## src/rtl/white_balance_pipe.sv

```systemverilog
// rtl/white_balance_pipe.sv - per-channel white-balance gain pipeline with serial gain divider
// Gains are recomputed from a white reference by a shared restoring divider
// (one quotient bit per cycle, channels in sequence), then applied to pixels
// through a two-stage multiply / shift-saturate pipeline with full backpressure.
module white_balance_pipe #(
   parameter int CH_W   = 8,
   parameter int NUM_CH = 3,
   parameter int FRAC_W = 8,
   parameter int PASS_W = 8
) (
   input  logic                            clk,
   input  logic                            rst,
   input  logic                            white_valid,
   input  logic [NUM_CH*CH_W-1:0]          white_in,
   output logic                            white_ready,
   input  logic                            in_valid,
   input  logic [PASS_W+NUM_CH*CH_W-1:0]   in_data,
   output logic                            in_ready,
   output logic                            out_valid,
   input  logic                            out_ready,
   output logic [PASS_W+NUM_CH*CH_W-1:0]   out_data,
   output logic                            busy
);

   localparam int G_W    = CH_W + FRAC_W;
   localparam int PIX_W  = NUM_CH * CH_W;
   localparam int DATA_W = PASS_W + PIX_W;
   localparam int P_W    = CH_W + G_W;
   localparam int BIT_CW = $clog2(G_W);
   localparam int CH_CW  = (NUM_CH > 1) ? $clog2(NUM_CH) : 1;

   // Divider numerator: full-scale channel value in gain fixed point.
   localparam logic [G_W-1:0] DIV_NUM = {{CH_W{1'b1}}, {FRAC_W{1'b0}}};
   localparam logic [G_W-1:0] UNITY   = G_W'(1) << FRAC_W;

   typedef enum logic [0:0] {RUN, CALC} state_t;

   state_t                state_q, state_d;
   logic [PIX_W-1:0]      white_q, white_d;
   logic [G_W-1:0]        gain_q     [NUM_CH];
   logic [G_W-1:0]        gain_d     [NUM_CH];
   logic [G_W-1:0]        gain_new_q [NUM_CH];
   logic [G_W-1:0]        gain_new_d [NUM_CH];
   logic [G_W-1:0]        dq_q, dq_d;
   logic [CH_W-1:0]       rem_q, rem_d;
   logic [BIT_CW-1:0]     bit_cnt_q, bit_cnt_d;
   logic [CH_CW-1:0]      ch_cnt_q, ch_cnt_d;

   logic                  s1_valid_q, s1_valid_d;
   logic [P_W-1:0]        prod_q [NUM_CH];
   logic [P_W-1:0]        prod_d [NUM_CH];
   logic [PASS_W-1:0]     s1_pass_q, s1_pass_d;
   logic                  out_valid_q, out_valid_d;
   logic [DATA_W-1:0]     out_data_q, out_data_d;

   logic [CH_W-1:0]       divisor;
   logic [CH_W:0]         rem_shift;
   logic [CH_W:0]         rem_sub;
   logic                  q_bit;
   logic [CH_W-1:0]       rem_next;
   logic [G_W-1:0]        dq_next;

   logic                  s2_adv;
   logic                  s1_adv;
   logic                  white_hs;
   logic                  in_hs;
   logic [PIX_W-1:0]      scaled;

   assign s2_adv      = !out_valid_q || out_ready;
   assign s1_adv      = !s1_valid_q || s2_adv;
   assign white_ready = (state_q == RUN) && !s1_valid_q && !out_valid_q;
   assign white_hs    = white_valid && white_ready;
   assign in_ready    = (state_q == RUN) && s1_adv && !white_hs;
   assign in_hs       = in_valid && in_ready;
   assign busy        = (state_q == CALC);
   assign out_valid   = out_valid_q;
   assign out_data    = out_data_q;

   // One restoring-division step: a zero divisor always "fits", so the
   // quotient saturates to all ones without any special case.
   always_comb begin
      divisor = '0;
      for (int c = 0; c < NUM_CH; c++) begin
         if (ch_cnt_q == CH_CW'(c)) begin
            divisor = white_q[c*CH_W +: CH_W];
         end
      end
      rem_shift = {rem_q, dq_q[G_W-1]};
      q_bit     = (rem_shift >= {1'b0, divisor});
      rem_sub   = rem_shift - {1'b0, divisor};
      rem_next  = q_bit ? rem_sub[CH_W-1:0] : rem_shift[CH_W-1:0];
      dq_next   = {dq_q[G_W-2:0], q_bit};
   end

   // FSM next state, divider sequencing and atomic gain commit.
   always_comb begin
      state_d    = state_q;
      white_d    = white_q;
      gain_d     = gain_q;
      gain_new_d = gain_new_q;
      dq_d       = dq_q;
      rem_d      = rem_q;
      bit_cnt_d  = bit_cnt_q;
      ch_cnt_d   = ch_cnt_q;
      case (state_q)
         RUN: begin
            if (white_hs) begin
               white_d   = white_in;
               state_d   = CALC;
               dq_d      = DIV_NUM;
               rem_d     = '0;
               bit_cnt_d = '0;
               ch_cnt_d  = '0;
            end
         end
         CALC: begin
            dq_d      = dq_next;
            rem_d     = rem_next;
            bit_cnt_d = bit_cnt_q + 1'b1;
            if (bit_cnt_q == BIT_CW'(G_W-1)) begin
               for (int c = 0; c < NUM_CH; c++) begin
                  if (ch_cnt_q == CH_CW'(c)) begin
                     gain_new_d[c] = dq_next;
                  end
               end
               dq_d      = DIV_NUM;
               rem_d     = '0;
               bit_cnt_d = '0;
               ch_cnt_d  = ch_cnt_q + 1'b1;
               if (ch_cnt_q == CH_CW'(NUM_CH-1)) begin
                  // Last channel finishes this cycle; all gains switch together.
                  for (int c = 0; c < NUM_CH; c++) begin
                     gain_d[c] = (c == NUM_CH-1) ? dq_next : gain_new_q[c];
                  end
                  ch_cnt_d = '0;
                  state_d  = RUN;
               end
            end
         end
         default: state_d = RUN;
      endcase
   end

   // Pixel pipeline: stage 1 multiplies, stage 2 drops the fraction and saturates.
   always_comb begin
      s1_valid_d  = s1_valid_q;
      prod_d      = prod_q;
      s1_pass_d   = s1_pass_q;
      out_valid_d = out_valid_q;
      out_data_d  = out_data_q;
      scaled      = '0;
      for (int c = 0; c < NUM_CH; c++) begin
         if (|prod_q[c][P_W-1:FRAC_W+CH_W]) begin
            scaled[c*CH_W +: CH_W] = '1;
         end else begin
            scaled[c*CH_W +: CH_W] = prod_q[c][FRAC_W +: CH_W];
         end
      end
      if (s1_adv) begin
         s1_valid_d = in_hs;
         if (in_hs) begin
            for (int c = 0; c < NUM_CH; c++) begin
               prod_d[c] = P_W'(in_data[c*CH_W +: CH_W]) * P_W'(gain_q[c]);
            end
            s1_pass_d = in_data[DATA_W-1:PIX_W];
         end
      end
      if (s2_adv) begin
         out_valid_d = s1_valid_q;
         if (s1_valid_q) begin
            out_data_d = {s1_pass_q, scaled};
         end
      end
   end

   // State register with synchronous reset discarding all in-flight work.
   always_ff @(posedge clk) begin
      if (rst) begin
         state_q     <= RUN;
         white_q     <= '0;
         dq_q        <= '0;
         rem_q       <= '0;
         bit_cnt_q   <= '0;
         ch_cnt_q    <= '0;
         s1_valid_q  <= 1'b0;
         s1_pass_q   <= '0;
         out_valid_q <= 1'b0;
         out_data_q  <= '0;
         for (int c = 0; c < NUM_CH; c++) begin
            gain_q[c]     <= UNITY;
            gain_new_q[c] <= UNITY;
            prod_q[c]     <= '0;
         end
      end else begin
         state_q     <= state_d;
         white_q     <= white_d;
         dq_q        <= dq_d;
         rem_q       <= rem_d;
         bit_cnt_q   <= bit_cnt_d;
         ch_cnt_q    <= ch_cnt_d;
         s1_valid_q  <= s1_valid_d;
         s1_pass_q   <= s1_pass_d;
         out_valid_q <= out_valid_d;
         out_data_q  <= out_data_d;
         for (int c = 0; c < NUM_CH; c++) begin
            gain_q[c]     <= gain_d[c];
            gain_new_q[c] <= gain_new_d[c];
            prod_q[c]     <= prod_d[c];
         end
      end
   end

endmodule

```

## config.mk

```make
export PLATFORM = sky130hd
export DESIGN_NAME = white_balance_pipe
export DESIGN_NICKNAME = d
export VERILOG_FILES = /design/src/rtl/white_balance_pipe.sv
export SDC_FILE = /design/constraint.sdc
export NUM_CORES = 1
export LEC_CHECK = 0
export ABC_AREA = 1
export BUFFER_PORTS_ARGS = -buffer_cell sky130_fd_sc_hd__buf_4
export CAP_MARGIN = 5
export CORE_MARGIN = 1.5
export CORE_UTILIZATION = 30
export CTS_BUF_LIST = sky130_fd_sc_hd__clkbuf_8
export DETAILED_ROUTE_END_ITERATION = 10
export SLEW_MARGIN = 30
export SYNTH_ARGS = -nofsm -noshare
export SYNTH_HDL_FRONTEND = slang
export SYNTH_SLANG_ARGS = --single-unit
```

## constraint.sdc

```tcl
create_clock -name clk -period 5.7 [get_ports clk]
set_clock_uncertainty 0.15 [all_clocks]
set_input_delay 0.57 -clock clk [delete_from_list [all_inputs] [get_ports clk]]
set_output_delay 0.57 -clock clk [all_outputs]
set_load 0.01 [all_outputs]
```

==> results by group, run 1 <==
Outcome
  – Run status: completed

Yosys
  – Post-synthesis cell type count: 47
  – Share of flip-flops with an asynchronous set or reset after synthesis: 0%
  – Number of synthesized register bits: roughly 230
  – Number of warnings printed during yosys synthesis: 0
  – Sequential fraction of the synthesis area: 20.6%
  – Synthesized area divided by synthesized cell count: 6.97 sq um
  – Area of the mapped netlist: around 22,000 sq um
  – EDFF count, synth: 0
  – Predominant post-synthesis flop cell: sky130_fd_sc_hd__dfxtp_1
  – Post-Synthesis Cells: between 3,000 and 4,000
  – Syn nets: 3,585

Placement
  – Detailed placement HPWL: approximately 43,000 um
  – Total instance count after detailed placement: 4,040
  – Routability congestion estimate from global placement: 0.905
  – Input/output buffers: between 90 and 100
  – Pre-CTS worst setup slack: between 0.9 and 1 ns

STA
  – Period minus WS final: approximately 4.6 ns
  – Fin. Hold Viols: 0
  – Worst slew margin relative to its limit: ~36%
  – Final cycle utilization of the critical path: about four fifths
  – RSZ-0062 raised after global routing: no
  – Pins over their slew limit: 0
  – Transition time at the pin with the least slew margin: roughly 0.96 ns
  – Post-route setup slack: ~1.1 ns
  – Maximum clock frequency: between 0.2 and 0.25 GHz
  – Number of endpoints failing setup at the final stage: 0
  – Sum of negative setup slack: 0 ns

Pwr
  – Areal power density over the cells: between 150 and 200 nW/um^2
  – Part of the power in the clock network: 35.0%
  – Register share of total power: between 40 and 50%
  – Cell Int Power: between 2 and 3 mW
  – Net switching share of the total power: about a third
  – Combinational group share of total power: 22.1%
  – Power spent charging and discharging nets: 1.31 mW
  – Total Power: between 4 and 5 mW
  – Maximum ir drop on the vdd rail: between 0.00015 and 0.0002 V
  – Static leakage: between 10 and 15 nW

Hold path
  – Worst min path class: primary input to flop
  – Count of cells along the worst hold path: 3

Final layout
  – Share of cells above drive strength 1: 5.99%
  – Final cell utilization of the core: approximately a third
  – Inserted Diodes: 0
  – Nets: 3,574
  – Area Overhead vs Synth: 9.48%
  – Number of non-filler instances in the completed layout: between 4,000 and 5,000

Clocking
  – Number of clock sinks: 225
  – Clock root cell: sky130_fd_sc_hd__clkbuf_8
  – Num CTS Buffers: 39
  – Post-CTS setup repair buffer count: 0
  – Cts-stage hold buffer count: 0
  – Max H-tree Level: 2
  – CTS tree: built
  – Maximum buffer depth of the clock tree: 3
  – Clock transition at the registers of the reported paths: about 0.060 ns
  – Number of resized instances in the post-cts repair step: 0
  – Clock insertion delay at the later pin of the skew report: approximately 0.56 ns

Worst setup path
  – Endpoint class of the critical path: flop
  – Data arrival at the endpoint of the critical path: between 4 and 5 ns
  – Startpoint type of the worst setup path: flop
  – Cell count of the worst reg-to-reg path: 18
  – Cell repeated most along the worst path: sky130_fd_sc_hd__nand2_1
  – CP max stage delay: about 0.65 ns
  – Ordered cell list for the critical path: nand2_1 -> inv_1 -> fa_1 -> fa_1 -> fa_1 -> inv_1 -> fa_1 -> inv_1 -> ha_1 -> a21o_1 -> a21boi_0 -> nand2_1 -> nand2_1 -> nand3_1 -> nand2_1 -> nand3_1 -> nand2_1 -> inv_1
  – Crit Path Category: flop to flop
  – Standard cell with the maximum stage delay on the critical path: sky130_fd_sc_hd__dfxtp_1
  – Required time worst endpoint: roughly 6 ns
  – Crit Path Max Fanout: 9

Floorplanning
  – Boundary pin count: just under 100
  – Number of placement rows: 98
  – Starting utilization of the core area: between 30% and 40%
  – Die X: roughly 270 um
  – Die Area: about 75,000 sq um
  – Placeable core area: 71,900 sq um
  – Die Ht: 273 um

Route
  – Total number of vias: roughly 18,000
  – Number of nets with antenna violations after routing: 0
  – Number of optimization iterations in the first detailed-route pass: 5
  – Routed vias/inst: ~4.5
  – Post-detailed-route DRC marker count: 0
  – Drt initial violations: between 900 and 1,000
  – Average routed wire per standard cell: approximately 14 um
  – Total detailed-routing wirelength: between 50,000 and 60,000 um

Job
  – Max-Cap Viols: 0

GRT
  – Global-route wire length before repair: between 90,000 and 100,000 um
  – Congestion Overflow GR: 0
  – Maximum number of pins on one net before global-route repair: around 100
  – Antenna violations before repair: 0
  – GRT Total Usage: approximately 15%
  – Via count of the first global-routing pass: 18,800
## power groups by stage
stage	logic [mW]	clock network [mW]	registers [mW]
6_report	0.904	1.43	1.75
5_1_grt	1.03	1.55	1.76
4_1_cts	0.918	1.48	1.75
3_5_place_dp	0.913	0	1.79
3_3_place_gp	0.907	0	1.78
2_1_floorplan	0.677	0	1.77
## synthesized netlist by cell type, types with 2 or more instances
master,instances,area [sq um]
sky130_fd_sc_hd__o221a_2,6,67.6
sky130_fd_sc_hd__fa_1,250,5000
sky130_fd_sc_hd__clkbuf_2,2,10.0
sky130_fd_sc_hd__nand4_1,12,75.1
sky130_fd_sc_hd__inv_1,785,2950
sky130_fd_sc_hd__clkinv_1,2,7.51
sky130_fd_sc_hd__o21a_1,13,97.6
sky130_fd_sc_hd__xor2_1,14,123
sky130_fd_sc_hd__a21o_1,6,45.0
sky130_fd_sc_hd__buf_2,22,110
sky130_fd_sc_hd__buf_6,4,45.0
sky130_fd_sc_hd__a21boi_0,2,15.0
sky130_fd_sc_hd__a31oi_1,21,131
sky130_fd_sc_hd__or2_2,5,31.3
sky130_fd_sc_hd__nor4_1,6,37.5
sky130_fd_sc_hd__o211ai_2,6,75.1
sky130_fd_sc_hd__ha_1,132,1650
sky130_fd_sc_hd__dfxtp_1,225,4500
sky130_fd_sc_hd__o21bai_1,14,105
sky130_fd_sc_hd__nor3_1,21,105
sky130_fd_sc_hd__o21ai_0,167,836
sky130_fd_sc_hd__o211ai_1,5,37.5
sky130_fd_sc_hd__clkbuf_1,125,469
sky130_fd_sc_hd__nand3_1,101,505
sky130_fd_sc_hd__inv_2,2,7.51
sky130_fd_sc_hd__and2_1,3,18.8
sky130_fd_sc_hd__and2_0,2,12.5
sky130_fd_sc_hd__nor2_4,2,22.5
sky130_fd_sc_hd__a21oi_1,178,891
sky130_fd_sc_hd__nand3b_1,2,15.0
sky130_fd_sc_hd__nand2_1,728,2730
sky130_fd_sc_hd__xnor2_1,4,35.0
sky130_fd_sc_hd__buf_4,4,30.0
sky130_fd_sc_hd__nor2_1,251,942
sky130_fd_sc_hd__nand2_2,2,12.5
sky130_fd_sc_hd__o22ai_1,7,43.8
## critical path, delay by kind of cell (launching register included)
family                   cells  cell delay, ns
adder cells (fa/ha/maj)      5            2.26
AO/OA/AOI/OAI                2            0.60
buffers and inverters        4            0.25
flip-flops                   1            0.65
AND/OR/NAND/NOR              7            0.61
## final timing paths
check,startpoint,endpoint,slack (ns)
worst min register to register,white_q[2],white_q[2],0.31
worst max register to register,gain_q[41],prod_q[70],1.09
worst max-delay path,gain_q[41],prod_q[70],1.09
worst min-delay path,white_in[22],white_q[22],0.14
## area by class of cell
cell class / count / area (sq um)
inverter: 790 / 2970
fill: 7868 / 47900
clock buffer: 44 / 606
sequential: 225 / 4500
tap: 950 / 1190
timing repair buffer: 106 / 796
clock inverter: 23 / 146
multi-input combinational: 1969 / 13800
## stage by stage
stage          hold WS, ns  area [sq um]
6_report             0.138         24000
5_1_grt              0.114         24000
4_1_cts              0.101         24000
3_5_place_dp         0.294         23200
3_3_place_gp         0.291         23200
2_1_floorplan        0.279         21900
## kinds of logic (layout without fill, tap and decap cells)
logic type	count (synthesis)	in the layout	synth area share, %
buffers and inverters	948	963	16.6
XOR/XNOR	18	18	0.720
AND/OR/NAND/NOR	1141	1141	20.9
flip-flops	225	225	20.6
AO/OA/AOI/OAI	428	428	10.8
adder cells (fa/ha/maj)	382	382	30.4
## routing by layer
layer,share of wire [%],GRT usage [%],vias to the layer above
met3,3.7,1.85,69
li1,-,-,9307
met1,46,20.0,8730
met4,1.8,3.39,0
met5,0,0,-
met2,49,26.7,291
## cell usage in the layout, fill, tap and decap left out, types with 21 or more instances in the layout
cell                       synthesis  routed
sky130_fd_sc_hd__a21oi_1         178     178
sky130_fd_sc_hd__a31oi_1          21      21
sky130_fd_sc_hd__buf_4             4     106
sky130_fd_sc_hd__clkbuf_8          0      44
sky130_fd_sc_hd__dfxtp_1         225     225
sky130_fd_sc_hd__fa_1            250     250
sky130_fd_sc_hd__ha_1            132     132
sky130_fd_sc_hd__inv_1           785     799
sky130_fd_sc_hd__nand2_1         728     728
sky130_fd_sc_hd__nand3_1         101     101
sky130_fd_sc_hd__nor2_1          251     251
sky130_fd_sc_hd__o21ai_0         167     167
## flip-flops by register name (all words and copies together), names as in the netlist
name        flops
gain_q         48
prod_q         48
gain_new_q     32
out_data       32
white_q        24
dq_q           16
rem_q           8
s1_pass_q       8
bit_cnt_q       4
ch_cnt_q        2
busy            1
out_valid       1
s1_valid_q      1
(Power assumes the default switching activity.)
==> run 2, diff against run 1 <==
Clock period 5.7 ns to 3.8 ns, I/O delays scaled along.
==> run 2 against run 1 <==
Against the previous run:
- the flow now finishes with violations (setup timing)
- sequential power rose by 49%
- flip-flop and latch count unchanged
- first-iteration DRC count is 4.0% lower
- final cell count is 7.7% higher
- design area is 20% higher
==> results by group, run 2 (synthesized netlist as in run 1, its figures left out) <==
STA
  – Pins over their slew limit: 0 (unchanged)
  – Maximum clock frequency: 0.242 GHz (+12%)
  – Fin. Hold Viols: 0 (unchanged)
  – Post-route setup slack: -0.332 ns (-1.42 ns)
  – Final cycle utilization of the critical path: 109% (+28 points)
  – Worst slew margin relative to its limit: 39.6% (+3.5 points)
  – Sum of negative setup slack: -10.28 ns (-10.28 ns)
  – Number of endpoints failing setup at the final stage: 48 (+48)
  – RSZ-0062 raised after global routing: yes
  – Period minus WS final: 4.13 ns (-0.483 ns)
  – Transition time at the pin with the least slew margin: 0.906 ns (-0.0532 ns)

Route
  – Drt initial violations: 937 (-4.0%)
  – Number of optimization iterations in the first detailed-route pass: 5 (unchanged)
  – Routed vias/inst: 4.48 (+0.12%)
  – Total detailed-routing wirelength: 60,200 um (+8.0%)
  – Number of nets with antenna violations after routing: 0 (unchanged)
  – Post-detailed-route DRC marker count: 0 (unchanged)
  – Total number of vias: 19,800 (+7.9%)
  – Average routed wire per standard cell: 13.6 um (+0.23%)

Floorplanning
  – Placeable core area: 71,900 sq um (unchanged)
  – Boundary pin count: 97 (unchanged)
  – Starting utilization of the core area: 30.5% (unchanged)
  – Die X: 273 um (unchanged)
  – Die Ht: 273 um (unchanged)
  – Die Area: 74,600 sq um (unchanged)
  – Number of placement rows: 98 (unchanged)

Final layout
  – Nets: 3,888 (+8.8%)
  – Share of cells above drive strength 1: 27.2% (+21 points)
  – Number of non-filler instances in the completed layout: 4,425 (+7.7%)
  – Most common library cell in the layout ignoring fill and taps: sky130_fd_sc_hd__inv_1
  – Final cell utilization of the core: 40.2% (+6.8 points)
  – Commonest non-fill, non-tap cells in the layout: sky130_fd_sc_hd__inv_1, sky130_fd_sc_hd__nand2_1, sky130_fd_sc_hd__buf_4
  – Area Overhead vs Synth: 31.9%
  – Largest registers in the final layout: gain_q x48, prod_q x48
  – Fill count: 7,425 (-5.6%)

Outcome
  – Run status: complete, but fails checks
  – Failing checks: setup timing

Worst setup path
  – Ordered cell list for the critical path: nand2_4 -> fa_1 -> inv_1 -> fa_1 -> fa_1 -> inv_2 -> fa_1 -> inv_2 -> ha_4 -> buf_6 -> nand2_4 -> inv_4 -> nand2_4 -> nand3b_1 -> nand2_2 -> nand2_2 -> nand2_1 -> nand2_1 -> nand3_2 -> nand2_1 -> inv_1
  – Endpoint class of the critical path: flop
  – Standard cell with the maximum stage delay on the critical path: sky130_fd_sc_hd__fa_1
  – Critical path startpoint: gain_q[22]
  – Startpoint of the most critical register-to-register path: gain_q[22]
  – CP max stage delay: 0.57 ns (-0.08 ns)
  – Crit Path Category: flop to flop
  – Crit Path Max Fanout: 5 (-4)
  – Data arrival at the endpoint of the critical path: 4.50 ns (-0.41 ns)
  – Cell count of the worst reg-to-reg path: 21 (+3)
  – Startpoint type of the worst setup path: flop
  – Required time worst endpoint: 4.17 ns (-1.83 ns)
  – R2R Setup Slk: -0.33 ns (-1.42 ns)
  – Reg-to-Reg End: prod_q[42]
  – Cell repeated most along the worst path: sky130_fd_sc_hd__fa_1

GRT
  – Antenna violations before repair: 0 (unchanged)
  – Via count of the first global-routing pass: 20,500 (+9.1%)
  – Maximum number of pins on one net before global-route repair: 77 (-25%)
  – Congestion Overflow GR: 0 (unchanged)
  – GRT Total Usage: 16.5% (+1.3 points)
  – Global-route wire length before repair: 101,000 um (+7.8%)

Pwr
  – Cell Int Power: 4.34 mW (+56%)
  – Total Power: 6.49 mW (+59%)
  – Power spent charging and discharging nets: 2.15 mW (+64%)
  – Combinational group share of total power: 25.2% (+3.1 points)
  – Part of the power in the clock network: 34.6% (-0.4 points)
  – Net switching share of the total power: 33.2% (+1.1 points)
  – Areal power density over the cells: 225 nW/um^2 (+32%)
  – Static leakage: 16.2 nW (+15%)
  – Maximum ir drop on the vdd rail: 0.000229 V (+27%)
  – Register share of total power: 40.2% (-2.7 points)

Clocking
  – Maximum buffer depth of the clock tree: 3 (unchanged)
  – Num CTS Buffers: 41 (+5.1%)
  – Clock transition at the registers of the reported paths: 0.06 ns (about the same)
  – Clock insertion delay at the later pin of the skew report: 0.59 ns (+0.03 ns)
  – Max H-tree Level: 2 (unchanged)
  – CTS tree: built
  – Number of clock sinks: 225 (unchanged)
  – Clock root cell: sky130_fd_sc_hd__clkbuf_8

Placement
  – Input/output buffers: 96 (unchanged)
  – Detailed placement HPWL: 46,200 um (+6.8%)
  – Pre-CTS worst setup slack: -0.558 ns (-1.49 ns)
  – Total instance count after detailed placement: 4,284 (+6.0%)
  – Routability congestion estimate from global placement: 0.869 (-4.0%)

Job
  – Max-Cap Viols: 0 (unchanged)

Hold path
  – Sink of the worst hold path: white_q[22]
  – Worst min path class: primary input to flop
  – Count of cells along the worst hold path: 5 (+2)
  – Worst hold path startpoint: white_valid
## run 2: changes by cell type in the layout (fill, tap and decap cells not counted), moves of 35 or more
cell	delta
sky130_fd_sc_hd__inv_1	-87
sky130_fd_sc_hd__buf_6	+40
sky130_fd_sc_hd__nand2_2	+90
sky130_fd_sc_hd__nand2_4	+48
sky130_fd_sc_hd__buf_4	+235
sky130_fd_sc_hd__dfxtp_1	-44
sky130_fd_sc_hd__ha_4	+35
sky130_fd_sc_hd__a21oi_1	-40
sky130_fd_sc_hd__nand2_1	-141
sky130_fd_sc_hd__inv_2	+82
sky130_fd_sc_hd__ha_1	-37
## run 2: final cells by class
cell class	instances	area, sq um	share of cell area, %
multi-input combinational	1969	15900	54.9
sequential	225	4640	16.1
clock inverter	26	153	0.528
inverter	790	2990	10.3
tap	950	1190	4.11
antenna	1	2.50	0.00866
clock buffer	46	633	2.19
timing repair buffer	418	3420	11.8
## run 2: power groups by stage
| stage | clock network (mW) | registers, mW | logic (mW) |
|---|---|---|---|
| floorplan | 0 | 2.65 | 1.09 |
| global placement | 0 | 2.68 | 1.52 |
| detailed placement | 0 | 2.68 | 1.53 |
| CTS | 2.32 | 2.61 | 1.61 |
| global route | 2.44 | 2.63 | 1.83 |
| finish | 2.25 | 2.61 | 1.64 |
## run 2: repair_timing
| item | 4_1_cts | 5_1_grt |
|---|---|---|
| hold endpoints to repair | 34 | 0 |
| resized for setup | 336 | 190 |
| hold buffers | 33 | 0 |
| pin swaps | 170 | 154 |
| endpoints found under the setup margin | 48 | 48 |
| setup buffers | 18 | 23 |
## run 2: how the worst max path moves through the flow
| stage | slack, ns | depth (start not counted) | to |
|---|---|---|---|
| 2_1_floorplan | -0.34 | 22 | prod_q[70] |
| 4_1_cts | -0.30 | 21 | prod_q[47] |
| 5_1_grt | -0.52 | 21 | prod_q[42] |
| 6_report | -0.33 | 21 | prod_q[42] |
| 3_5_place_dp | -0.56 | 19 | prod_q[21] |
| 3_3_place_gp | -0.55 | 20 | prod_q[67] |
## run 2: through the flow
stage               instance area [sq um]  hold slack, ns
floorplan                           23000           0.279
global placement                    25900           0.289
detailed placement                  25900           0.295
CTS                                 28100          0.0260
global route                        28900          0.0488
finish                              28900          0.0789
## run 2: critical path, delay by kind of cell (launching register included)
family	cells	cell delay, ns
flops	1	0.39
buf+inv	6	0.38
fa+ha+maj	5	2.37
simple gates	10	0.80
## run 2: per-layer routing
| metal | vias to the layer above | global-route usage (%) | share of wire, % |
|---|---|---|---|
| met1 | 9546 | 20.1 | 43 |
| met4 | 0 | 4.43 | 2.2 |
| met5 | - | 0 | 0 |
| li1 | 9955 | - | - |
| met3 | 79 | 1.57 | 2.4 |
| met2 | 265 | 30.8 | 52 |
